[src/rtl/life_scan.sv]
`default_nettype none
// ============================================================================
// Module   : life_scan
// Purpose  : Snapshots one Game-of-Life generation per frame_strobe and streams
//            it out row by row over a valid/ready handshake.
//            Optional macro LIFE_SCAN_STILL_DET_EN adds still-life detection.
// Revision : 1.0
// ============================================================================
module life_scan #(
  parameter int X     = 8,
  parameter int Y     = 8,
  parameter int LOG2X = 3,
  parameter int LOG2Y = 3
) (
  input  logic             clk,
  input  logic             rst,
  input  logic [X*Y-1:0]   data,
  input  logic             frame_strobe,
  output logic [X-1:0]     row_data,
  output logic [LOG2Y-1:0] row_idx,
  output logic             row_valid,
  input  logic             row_ready,
  output logic             row_last,
  output logic             busy,
  output logic             overrun,
  output logic [15:0]      gen_cnt,
  output logic             extinct
`ifdef LIFE_SCAN_STILL_DET_EN
  ,
  output logic             still
`endif
);

  if (((1 << LOG2X) < X) || ((1 << LOG2Y) < Y)) begin : g_param_chk
    $error("life_scan: LOG2X/LOG2Y too narrow for X/Y");
  end

  typedef enum logic [0:0] {
    IDLE = 1'b0,
    SEND = 1'b1
  } state_t;

  state_t           state, state_nxt;
  logic [LOG2Y-1:0] idx_nxt;
  logic [X*Y-1:0]   snap;
  logic             at_last;
  logic             beat;
  logic             capture;
  logic             drop;

  assign at_last = (row_idx == LOG2Y'(Y - 1));
  assign beat    = (state == SEND) && row_ready;
  // A strobe is accepted when idle or exactly on the final beat; anything else is lost.
  assign capture = frame_strobe && ((state == IDLE) || (beat && at_last));
  assign drop    = frame_strobe && !capture;

  always_ff @(posedge clk or posedge rst) begin
    if (rst) begin
      state   <= IDLE;
      row_idx <= '0;
    end else begin
      state   <= state_nxt;
      row_idx <= idx_nxt;
    end
  end

  always_comb begin
    state_nxt = state;
    idx_nxt   = row_idx;
    row_valid = 1'b0;
    busy      = 1'b0;
    row_last  = 1'b0;
    if (state == SEND) begin
      row_valid = 1'b1;
      busy      = 1'b1;
      row_last  = at_last;
    end
    if (capture) begin
      state_nxt = SEND;
      idx_nxt   = '0;
    end else if (beat) begin
      if (at_last) state_nxt = IDLE;
      else         idx_nxt   = row_idx + 1'b1;
    end
  end

  assign row_data = row_valid ? snap[X*int'(row_idx) +: X] : '0;

  always_ff @(posedge clk or posedge rst) begin
    if (rst) begin
      snap    <= '0;
      gen_cnt <= '0;
      extinct <= 1'b0;
      overrun <= 1'b0;
    end else begin
      if (capture) begin
        snap    <= data;
        gen_cnt <= gen_cnt + 16'd1;
        extinct <= (data == '0);
      end
      if (drop) overrun <= 1'b1;
    end
  end

`ifdef LIFE_SCAN_STILL_DET_EN
  logic [X*Y-1:0] prev_snap;
  logic           have_prev;

  // have_prev keeps an all-zero first capture from matching the reset value.
  always_ff @(posedge clk or posedge rst) begin
    if (rst) begin
      prev_snap <= '0;
      have_prev <= 1'b0;
      still     <= 1'b0;
    end else if (capture) begin
      prev_snap <= data;
      have_prev <= 1'b1;
      still     <= have_prev && (data == prev_snap);
    end
  end
`endif

endmodule
`default_nettype wire

[config.mk]
export PLATFORM = sky130hd
export DESIGN_NAME = life_scan
export DESIGN_NICKNAME = d
export VERILOG_FILES = /design/src/rtl/life_scan.sv
export SDC_FILE = /design/constraint.sdc
export NUM_CORES = 1
export LEC_CHECK = 0
export CAP_MARGIN = 20
export CORE_ASPECT_RATIO = 0.5
export CORE_UTILIZATION = 40
export CTS_CLUSTER_SIZE = 14
export DETAILED_ROUTE_END_ITERATION = 7
export PLACE_DENSITY = 0.64
export REMOVE_ABC_BUFFERS = 1
export SLEW_MARGIN = 10
export SYNTH_ARGS = -nofsm -noshare
export SYNTH_HDL_FRONTEND = slang
export SYNTH_SLANG_ARGS = --single-unit
export TNS_END_PERCENT = 5
[constraint.sdc]
create_clock -name clk -period 6.9 [get_ports clk]
set_input_delay 1.38 -clock clk [delete_from_list [all_inputs] [get_ports clk]]
set_output_delay 1.38 -clock clk [all_outputs]
set_load 0.03 [all_outputs]
==> out/results.env, run 1 <==
WORST_SLEW_MARGIN_REL_PCT=36.0
CLOCK_SINKS=86
FINAL_CELL_MIX='nand2_1, clkdlybuf4s50_1, dfrtp_1, mux4_2, nor4_1'
VIA_COUNT=3276
SYNTH-EDFF-COUNT=0
POSTCTSSETUPBUFFERS=0
SYNTH-MAIN-FF-CELL='dfrtp_1'
POSTROUTEANTENNANETS=0
WORST-ENDPOINT-REQUIRED_NS=5.52
LAYOUT-DRIVE-GT1-SHARE_PCT=9.53
SETUP_WS_NS=2.79
AREA_ENCLOSED_BY_THE_DIE_BOUNDARY_SQ_MM=0.0107
DRT-TOTAL-WL_UM=10300
CTS_MADE_BUFFERS=9
POST-ROUTE-CELL-AREA_SQ_MM=0.00554
DR.FIRST_ITER.DRC_COUNT=200
HP-CLASS='reg -> reg'
INITIAL_CORE_UTIL_PCT=42.4
FINALWORSTPATHREQUIREDPERIOD_NS=4.11
CTS_HOLD_BUFFERS=0
WIRE_LENGTH_OF_THE_FIRST_GLOBAL_ROUTING_PASS_UM=16700
POST_LAYOUT_POWER_uW=2230
FINAL.SETUP.TNS_NS=0
TIMING.SETUP.CRITICAL_PATH_CLASS='reg -> out'
VIASPERCELL=5.05
WORSTSKEWPAIRLATENCY_NS=0.35
DIE-WIDTH_UM=146
PLACEMENT.SETUP.WORST_SLACK_NS=2.99
RATIO_OF_TOTAL_POWER_TO_CELL_AREA_mW_PER_MM2=403
STATUS='completed'
ORDERED_LIST_OF_CELLS_ON_THE_WORST_PATH='mux4_2, mux2i_1, nor2b_1, clkdlybuf4s50_1'
POSTSYNTHAREAPERCELL_SQ_UM=9.87
WORST_PATH_LARGEST_CELL_DELAY_NS=0.97
CRITICAL_PATH.N_BUFFERS_INVERTERS=1
CLOCK_TREE.HTREE_LEVEL_COUNT=3
FF2FF_SETUP_SLACK_NS=4.11
ANTENNA_CELLS=0
GRTUSAGETOTAL_PCT=20.9
GRT_REMAINING_OVERFLOW=0
DRT_DRC_VIOLATIONS_LEFT=0
LARGEST_CLOCK_SKEW_IN_THE_FINAL_DESIGN_NS=0.00827
SYNTH_SEQ_AREA_SHARE_PCT=52.2
TRITONCTS='done'
CORE-AREA_SQ_MM=0.00973
MAXCAPVIOLATIONS=0
POWER_LEAKAGE_uW=0.00258
REPORT.FINAL.SETUP_VIOL=0
CRIT_PATH_MAX_FANOUT=20
LAYOUT.NETS=580
GP_CONGESTION=0.810
CPLARGESTDELAYFAMILY='flip-flops'
WORST_SETUP_PATH_END_KIND='output port'
POST_SYNTHESIS_TO_FINAL_LAYOUT_AREA_GROWTH_PCT=34.3
WL_PER_CELL_UM=15.8
GRT_SETUP_UNREPAIRED='no'
YS_SEQ_ELEMENTS=86
SYNTH_CELLS=418
PLACEMENT.CELL_AREA_SQ_MM=0.00518
PLACE.PORT_BUFFERS=99
CRITICAL_PATH_SOURCE_TYPE='register'
SLEW_AT_THE_PIN_WITH_THE_WORST_MAX_SLEW_SLACK_NS=0.961
SYNTH-ASYNC-RESET-RATIO_PCT=100
IO_PINS=100
POST_CTS.RESIZED_INSTANCES=0
ANTENNA_FOUND_INITIAL=0
FINAL_COMMON_CELL='nand2_1'
WORSTPATHARRIVAL_NS=2.73
PIN_COUNT_OF_THE_BIGGEST_NET_ENTERING_GLOBAL_ROUTING=69
HOLD_VIOLATIONS=0
WORST_PATH_MAX_DELAY_CELL='dfrtp_1'
MAX_FREQ_GHz=0.243
DP.FINAL_HPWL_UM=7270
DRV_SLEW=0
SYNTH_CELL_TYPE_COUNT=35
YOSYSWARNINGS=0
VDD_DROP_MAX_mV=0.139
CLK_PATH_BUF_DEPTH=2
CLOCK_ROOT_BUFFER_MASTER='clkbuf_16'
SYN-CELL-AREA_SQ_MM=0.00413
CHIPHEIGHT_UM=73.8
NUM_ROWS=25
PERIOD_SHARE_PCT=59.6
VIA_COUNT_OF_THE_FIRST_GLOBAL_ROUTING_PASS=3135
DRTPASS1ITERATIONS=4
CTS.CLK_SLEW.WORST_PATHS_NS=0.06
state kept, by name, summed over array words and instances, names as in the netlist:
register / count
snap: 64
row_idx: 3
state: 1
gen_cnt: 16
overrun: 1
extinct: 1
worst register-to-register path: stages, from the launching register on:
cell,delay (ns)
dfrtp_1,0.97
ha_1,0.29
ha_1,0.24
a21boi_4,0.12
nor2b_4,0.19
buf_4,0.57
nand2_1,0.26
nand2_1,0.10
synth_stat cells, drive strengths merged (2+ instances only):
library cell  instances  area share, %
nand2               204             19
dfrtp                86             52
nor4                 18            3.4
buf                  16            2.7
mux4                 16            8.7
xnor2                10            2.1
nor2b                 9            1.4
mux2i                 8            1.9
clkbuf                7           0.64
nand4                 7            1.2
a22o                  5            1.1
xor2                  5            1.1
and3                  3           0.46
ha                    3           0.91
inv                   3           0.27
nand3                 3           0.36
and4                  2           0.42
or2                   2           0.36
path summary, 6_finish.rpt:
kind | from | to | cells past startpoint
max in group asynchronous | rst | snap[23]$_DFFE_PP0P_ | 3
worst max-delay path | row_idx[1]$_DFFE_PP0P_ | row_data[0] | 4
worst max register to register | row_idx[1]$_DFFE_PP0P_ | snap[34]$_DFFE_PP0P_ | 7
min in group asynchronous | rst | gen_cnt[1]$_DFFE_PP0P_ | 2
worst min register to register | gen_cnt[15]$_DFFE_PP0P_ | gen_cnt[15]$_DFFE_PP0P_ | 1
worst min-delay path | gen_cnt[15]$_DFFE_PP0P_ | gen_cnt[15]$_DFFE_PP0P_ | 1
stage by stage:
stage               cells  util, %  hold WS (ns)
floorplan             395        -         0.440
global placement      632     53.3         0.455
detailed placement    632     53.3         0.457
CTS                   648     56.7         0.471
global route          649     56.9         0.489
finish                649     56.9         0.467
area by class of cell:
class                   count  area (sq um)
flip-flops and latches     86          2150
clock buffers               9           225
repair buffers            103          1040
multi-input cells         306          1840
fillers                   897          4190
clock inverters             7           104
well taps                 135           169
inverters                   3          12.5
routing by layer:
metal,up-vias,wire [um],track usage (%),share of wire (%)
li1,1580,-,-,-
met1,1602,4850,29.1,47
met2,85,4780,33.0,47
met3,9,527,4.41,5.1
met4,0,112,6.67,1.1
met5,-,0,0,0
cell families after synthesis:
kind of cell	count (synthesis)	share of synthesized area, %
AOI/OAI and AO/OA	9	1.94
xor gates and xnor gates	15	3.18
adders and majority gates	3	0.910
buffers and inverters	26	3.58
DFF	86	52.2
muxes	25	10.9
and+or+nand+nor	254	27.3
power breakdown:
part	internal (uW)	switching (uW)
clock network	322	214
logic	426	393
registers	709	171
Note: power is estimated with default switching activity, not from simulation.
==> run 2, diff against run 1 <==
- clock period: 6.9 -> 4.26 ns (I/O delays scaled with it)
==> out/results.env, run 2 (same netlist as run 1, synthesis figures left out) <==
VIA_COUNT_OF_THE_FIRST_GLOBAL_ROUTING_PASS=3123  # was 3135
FINAL_COMMON_CELL='nand2_1'  # unchanged
DRTPASS1ITERATIONS=4  # unchanged
MAXCAPVIOLATIONS=0  # unchanged
STATUS='completed'  # unchanged
VIASPERCELL=4.95  # was 5.05
PERIOD_SHARE_PCT=83.6
R2R_START='row_idx[1]$_DFFE_PP0P_'  # unchanged
GRTUSAGETOTAL_PCT=20.8  # was 20.9%
REGMOSTFLOPS='snap'  # unchanged
DRT-TOTAL-WL_UM=10300  # about the same
WORST_SLEW_MARGIN_REL_PCT=36.1  # was 36.0%
CTS.CLK_SLEW.WORST_PATHS_NS=0.06  # about the same
CRITICAL_PATH.N_BUFFERS_INVERTERS=1  # unchanged
CLOCK_SINKS=86  # unchanged
POSTROUTEANTENNANETS=0  # unchanged
FINAL_CELL_MIX='nand2_1, clkdlybuf4s50_1, dfrtp_1, mux4_2, nor4_1'  # unchanged
ANTENNA_FOUND_INITIAL=0  # unchanged
PLACEMENT.SETUP.WORST_SLACK_NS=1.04  # was 2.99 ns
WIRE_LENGTH_OF_THE_FIRST_GLOBAL_ROUTING_PASS_UM=16500  # was 16700 um
CTS_HOLD_BUFFERS=0  # unchanged
WORSTSKEWPAIRLATENCY_NS=0.34  # was 0.35 ns
DRT_DRC_VIOLATIONS_LEFT=0  # unchanged
DIE-WIDTH_UM=146  # unchanged
TRITONCTS='done'  # unchanged
CLK_PATH_BUF_DEPTH=2  # unchanged
POST_CTS.RESIZED_INSTANCES=0  # unchanged
POSTCTSSETUPBUFFERS=0  # unchanged
IO_PINS=100  # unchanged
TIMING.HOLD.WORST.START='gen_cnt[15]$_DFFE_PP0P_'  # unchanged
AREA_ENCLOSED_BY_THE_DIE_BOUNDARY_SQ_MM=0.0107  # unchanged
DR.FIRST_ITER.DRC_COUNT=165  # was 200
RATIO_OF_TOTAL_POWER_TO_CELL_AREA_mW_PER_MM2=650  # was 403 mW/mm^2
WORST-ENDPOINT-REQUIRED_NS=3.41  # was 5.52 ns
SETUP_WS_NS=0.701  # was 2.79 ns
VDD_DROP_MAX_mV=0.237  # was 0.139 mV
FINALWORSTPATHREQUIREDPERIOD_NS=3.56
LARGEST_CLOCK_SKEW_IN_THE_FINAL_DESIGN_NS=0.00789  # was 0.00827 ns
GRT_REMAINING_OVERFLOW=0  # unchanged
ANTENNA_CELLS=0  # unchanged
CRIT_PATH_MAX_FANOUT=20  # unchanged
GP_CONGESTION=0.790  # was 0.810
VIA_COUNT=3215  # was 3276
CPLARGESTDELAYFAMILY='flip-flops'  # unchanged
CLOCK_ROOT_BUFFER_MASTER='clkbuf_16'  # unchanged
WORSTPATHARRIVAL_NS=2.71  # was 2.73 ns
WORST_PATH_LARGEST_CELL_DELAY_NS=0.97  # about the same
MAX_FREQ_GHz=0.281
CTS_MADE_BUFFERS=9  # unchanged
LAYOUT-DRIVE-GT1-SHARE_PCT=9.53  # unchanged
CHIPHEIGHT_UM=73.8  # unchanged
CLOCK_TREE.HTREE_LEVEL_COUNT=3  # unchanged
POST-ROUTE-CELL-AREA_SQ_MM=0.00555  # was 0.00554 sq mm
INITIAL_CORE_UTIL_PCT=42.4  # unchanged
POST_SYNTHESIS_TO_FINAL_LAYOUT_AREA_GROWTH_PCT=34.5  # was 34.3%
DRV_SLEW=0  # unchanged
PLACEMENT.CELL_AREA_SQ_MM=0.00522  # was 0.00518 sq mm
POWER_LEAKAGE_uW=0.00258  # about the same
NUM_ROWS=25  # unchanged
FINAL.SETUP.TNS_NS=0  # unchanged
CRITICAL_PATH_SOURCE_TYPE='register'  # unchanged
PLACE.PORT_BUFFERS=99  # unchanged
ORDERED_LIST_OF_CELLS_ON_THE_WORST_PATH='mux4_2, mux2i_1, nor2b_1, clkdlybuf4s50_1'  # unchanged
POST_LAYOUT_POWER_uW=3600  # was 2230 uW
WORST_PATH_MAX_DELAY_CELL='dfrtp_1'  # unchanged
LAYOUT.NETS=580  # unchanged
CORE-AREA_SQ_MM=0.00973  # unchanged
HOLD_VIOLATIONS=0  # unchanged
FIN_HOLD_WS_NS=0.465  # was 0.467 ns
DP.FINAL_HPWL_UM=7390  # was 7270 um
GRT_SETUP_UNREPAIRED='no'  # unchanged
WL_PER_CELL_UM=15.9  # was 15.8 um
SLEW_AT_THE_PIN_WITH_THE_WORST_MAX_SLEW_SLACK_NS=0.958  # was 0.961 ns
PIN_COUNT_OF_THE_BIGGEST_NET_ENTERING_GLOBAL_ROUTING=69  # unchanged
WORST_SETUP_PATH_STARTPOINT='row_idx[1]$_DFFE_PP0P_'  # unchanged
WORST_SETUP_PATH_END_KIND='output port'  # unchanged
LARGEST_REG_FLOPS=64  # unchanged
FILLCELLCOUNT=896  # was 897
REPORT.FINAL.SETUP_VIOL=0  # unchanged
TIMING.SETUP.CRITICAL_PATH_CLASS='reg -> out'  # unchanged
TOP_REGS='snap x64, gen_cnt x16, row_idx x3'  # unchanged
HP-CLASS='reg -> reg'  # unchanged
run 2: cell types whose count changed in the layout (fill, tap and decap cells not counted), sizes merged:
cell      before  now
inv            5    2
clkbuf         9   11
clkinvlp       0    1
run 2: report_power, final:
group | leakage, uW | internal (uW) | switching [uW]
sequential | 0.00109 | 1150 | 267
clock | 0.000162 | 545 | 321
combinational | 0.00133 | 679 | 642
run 2: cell type report:
class / instances / area, sq um / share of cell area, %
flip-flops and latches: 86 / 2150 / 38.8
multi-input cells: 306 / 1840 / 33.1
repair buffers: 103 / 1050 / 18.9
clock buffers: 11 / 253 / 4.55
well taps: 135 / 169 / 3.04
clock inverters: 5 / 81.3 / 1.47
inverters: 3 / 12.5 / 0.225
run 2: final timing paths:
check / endpoint / cells past startpoint / slack [ns]
worst min-delay path: gen_cnt[15]$_DFFE_PP0P_ / 1 / 0.47
max in group asynchronous: snap[51]$_DFFE_PP0P_ / 3 / 2.63
min in group asynchronous: gen_cnt[2]$_DFFE_PP0P_ / 2 / 0.94
worst max-delay path: row_data[0] / 4 / 0.70
worst min register to register: gen_cnt[15]$_DFFE_PP0P_ / 1 / 0.47
worst max register to register: extinct$_DFFE_PP0P_ / 6 / 1.57
run 2: through the flow:
| stage | cells | utilization [%] |
|---|---|---|
| after floorplan | 395 | - |
| after global placement | 633 | 53.6 |
| after detailed placement | 633 | 53.6 |
| after CTS | 649 | 57.0 |
| after global routing | 649 | 57.0 |
| final | 649 | 57.0 |
run 2: metal layers:
layer / vias up / routed length [um] / GRT usage [%]
met5: - / 0 / 0
met2: 67 / 4730 / 32.0
li1: 1567 / - / -
met1: 1574 / 5070 / 29.0
met4: 0 / 85 / 5.26
met3: 7 / 412 / 5.90
==> run 3, diff against run 2 <==
- clock period: 4.26 -> 3.7 ns (I/O delays scaled with it)
==> out/results.env, run 3 (same netlist as run 1, synthesis figures left out) <==
STATUS='completed'  # unchanged
TRITONCTS='done'  # unchanged
HP-CLASS='reg -> reg'  # unchanged
SLEW_AT_THE_PIN_WITH_THE_WORST_MAX_SLEW_SLACK_NS=0.976  # was 0.958 ns
HOLD_VIOLATIONS=0  # unchanged
GRT_REMAINING_OVERFLOW=0  # unchanged
DRT_DRC_VIOLATIONS_LEFT=0  # unchanged
REGMOSTFLOPS='snap'  # unchanged
VIA_COUNT=3250  # was 3215
FINAL.SETUP.TNS_NS=0  # unchanged
PLACEMENT.SETUP.WORST_SLACK_NS=0.581  # was 1.04 ns
NUM_ROWS=25  # unchanged
FILLCELLCOUNT=868  # was 896
TIMING.SETUP.CRITICAL_PATH_CLASS='reg -> out'  # unchanged
ORDERED_LIST_OF_CELLS_ON_THE_WORST_PATH='mux4_2, mux2i_1, nor2b_1, clkdlybuf4s50_1'  # unchanged
GRT_SETUP_UNREPAIRED='no'  # unchanged
MAX_FREQ_GHz=0.289
POSTCTSSETUPBUFFERS=0  # unchanged
WORST_SLEW_MARGIN_REL_PCT=34.9  # was 36.1%
CRITICAL_PATH.N_BUFFERS_INVERTERS=1  # unchanged
AREA_ENCLOSED_BY_THE_DIE_BOUNDARY_SQ_MM=0.0107  # unchanged
SEQCELLAREA_SQ_MM=0.00215  # unchanged
CLOCK_ROOT_BUFFER_MASTER='clkbuf_16'  # unchanged
POSTROUTEANTENNANETS=0  # unchanged
DIE-WIDTH_UM=146  # unchanged
CTS_HOLD_BUFFERS=0  # unchanged
REPORT.FINAL.SETUP_VIOL=0  # unchanged
CORE-AREA_SQ_MM=0.00973  # unchanged
CTS_MADE_BUFFERS=9  # unchanged
WIRE_LENGTH_OF_THE_FIRST_GLOBAL_ROUTING_PASS_UM=16700  # was 16500 um
MAXCAPVIOLATIONS=0  # unchanged
WORSTSKEWPAIRLATENCY_NS=0.34  # about the same
POST_CTS.RESIZED_INSTANCES=0  # unchanged
LARGEST_CLOCK_SKEW_IN_THE_FINAL_DESIGN_NS=0.00555  # was 0.00789 ns
PLACE.PORT_BUFFERS=99  # unchanged
FINAL_CELL_MIX='nand2_1, clkdlybuf4s50_1, dfrtp_1, mux4_2, nor4_1'  # unchanged
DR.FIRST_ITER.DRC_COUNT=172  # was 165
CTS.CLK_SLEW.WORST_PATHS_NS=0.06  # about the same
WORSTPATHARRIVAL_NS=2.72  # was 2.71 ns
LAYOUT-DRIVE-GT1-SHARE_PCT=9.16  # was 9.53%
DRV_SLEW=0  # unchanged
WORST-ENDPOINT-REQUIRED_NS=2.96  # was 3.41 ns
POWER_LEAKAGE_uW=0.00255  # was 0.00258 uW
PERIOD_SHARE_PCT=93.5
GRTUSAGETOTAL_PCT=20.8  # about the same
DRTPASS1ITERATIONS=4  # unchanged
ANTENNA_FOUND_INITIAL=0  # unchanged
TOP_REGS='snap x64, gen_cnt x16, row_idx x3'  # unchanged
WORST_SETUP_PATH_END_KIND='output port'  # unchanged
DP.FINAL_HPWL_UM=7200  # was 7390 um
VIASPERCELL=5.02  # was 4.95
GP_CONGESTION=0.801  # was 0.790
LAYOUT.NETS=580  # unchanged
CLOCK_SINKS=86  # unchanged
CLOCK_TREE.HTREE_LEVEL_COUNT=3  # unchanged
CPLARGESTDELAYFAMILY='flip-flops'  # unchanged
VIA_COUNT_OF_THE_FIRST_GLOBAL_ROUTING_PASS=3166  # was 3123
VDD_DROP_MAX_mV=0.288  # was 0.237 mV
IO_PINS=100  # unchanged
ANTENNA_CELLS=0  # unchanged
MULTI_INPUT_COMB_AREA_SQ_MM=0.00184  # unchanged
CRIT_PATH_MAX_FANOUT=20  # unchanged
INITIAL_CORE_UTIL_PCT=42.4  # unchanged
LARGEST_REG_FLOPS=64  # unchanged
POST_SYNTHESIS_TO_FINAL_LAYOUT_AREA_GROWTH_PCT=33.4  # was 34.5%
FINAL_COMMON_CELL='nand2_1'  # unchanged
SETUP_WS_NS=0.242  # was 0.701 ns
CHIPHEIGHT_UM=73.8  # unchanged
WORST_PATH_MAX_DELAY_CELL='dfrtp_1'  # unchanged
FINALWORSTPATHREQUIREDPERIOD_NS=3.46
RATIO_OF_TOTAL_POWER_TO_CELL_AREA_mW_PER_MM2=727  # was 650 mW/mm^2
WL_PER_CELL_UM=15.7  # was 15.9 um
CLK_PATH_BUF_DEPTH=2  # unchanged
DRT-TOTAL-WL_UM=10200  # was 10300 um
CRITICAL_PATH_SOURCE_TYPE='register'  # unchanged
WORST_PATH_LARGEST_CELL_DELAY_NS=0.98  # was 0.97 ns
PIN_COUNT_OF_THE_BIGGEST_NET_ENTERING_GLOBAL_ROUTING=87  # was 69
run 3: worst paths after layout:
| kind | from | endpoint | slack, ns | cells after the start |
|---|---|---|---|---|
| setup / recovery | row_idx[1]$_DFFE_PP0P_ | row_data[0] | 0.24 | 4 |
| setup reg to reg | row_idx[1]$_DFFE_PP0P_ | extinct$_DFFE_PP0P_ | 1.15 | 6 |
| hold reg to reg | overrun$_DFFE_PP0P_ | overrun$_DFFE_PP0P_ | 0.46 | 1 |
| min in group asynchronous | rst | gen_cnt[0]$_DFFE_PP0P_ | 0.82 | 3 |
| max in group asynchronous | rst | snap[54]$_DFFE_PP0P_ | 2.52 | 3 |
| hold / removal | overrun$_DFFE_PP0P_ | overrun$_DFFE_PP0P_ | 0.46 | 1 |
run 3: layout make-up:
class | instances | area share, %
sequential | 86 | 39.1
clock inverter | 3 | 0.364
clock buffer | 12 | 4.66
multi-input combinational | 306 | 33.3
inverter | 3 | 0.227
tap | 135 | 3.07
timing repair buffer | 103 | 19.2
run 3: stage by stage:
step / power [uW] / hold slack [ns] / cell area [sq um] / cells / utilization, %
finish: 4000 / 0.464 / 5500 / 648 / 56.6
global route: 4260 / 0.495 / 5500 / 648 / 56.6
CTS: 4040 / 0.472 / 5500 / 648 / 56.6
detailed placement: 3190 / 0.459 / 5230 / 633 / 53.7
global placement: 3150 / 0.454 / 5230 / 633 / 53.7
floorplan: 2590 / 0.440 / 3990 / 395 / -
run 3: routing by layer:
| metal | routed length (um) | GRT usage (%) | up-vias |
|---|---|---|---|
| met3 | 530 | 4.47 | 8 |
| met1 | 4840 | 29.0 | 1585 |
| met4 | 90 | 5.96 | 0 |
| li1 | - | - | 1567 |
| met5 | 0 | 0 | - |
| met2 | 4730 | 33.3 | 90 |
run 3: power breakdown:
| group | leakage [uW] | internal, uW | switching, uW |
|---|---|---|---|
| logic | 0.00133 | 788 | 748 |
| registers | 0.00109 | 1320 | 302 |
| clock network | 0.000131 | 487 | 356 |
| total | 0.00255 | 2600 | 1410 |
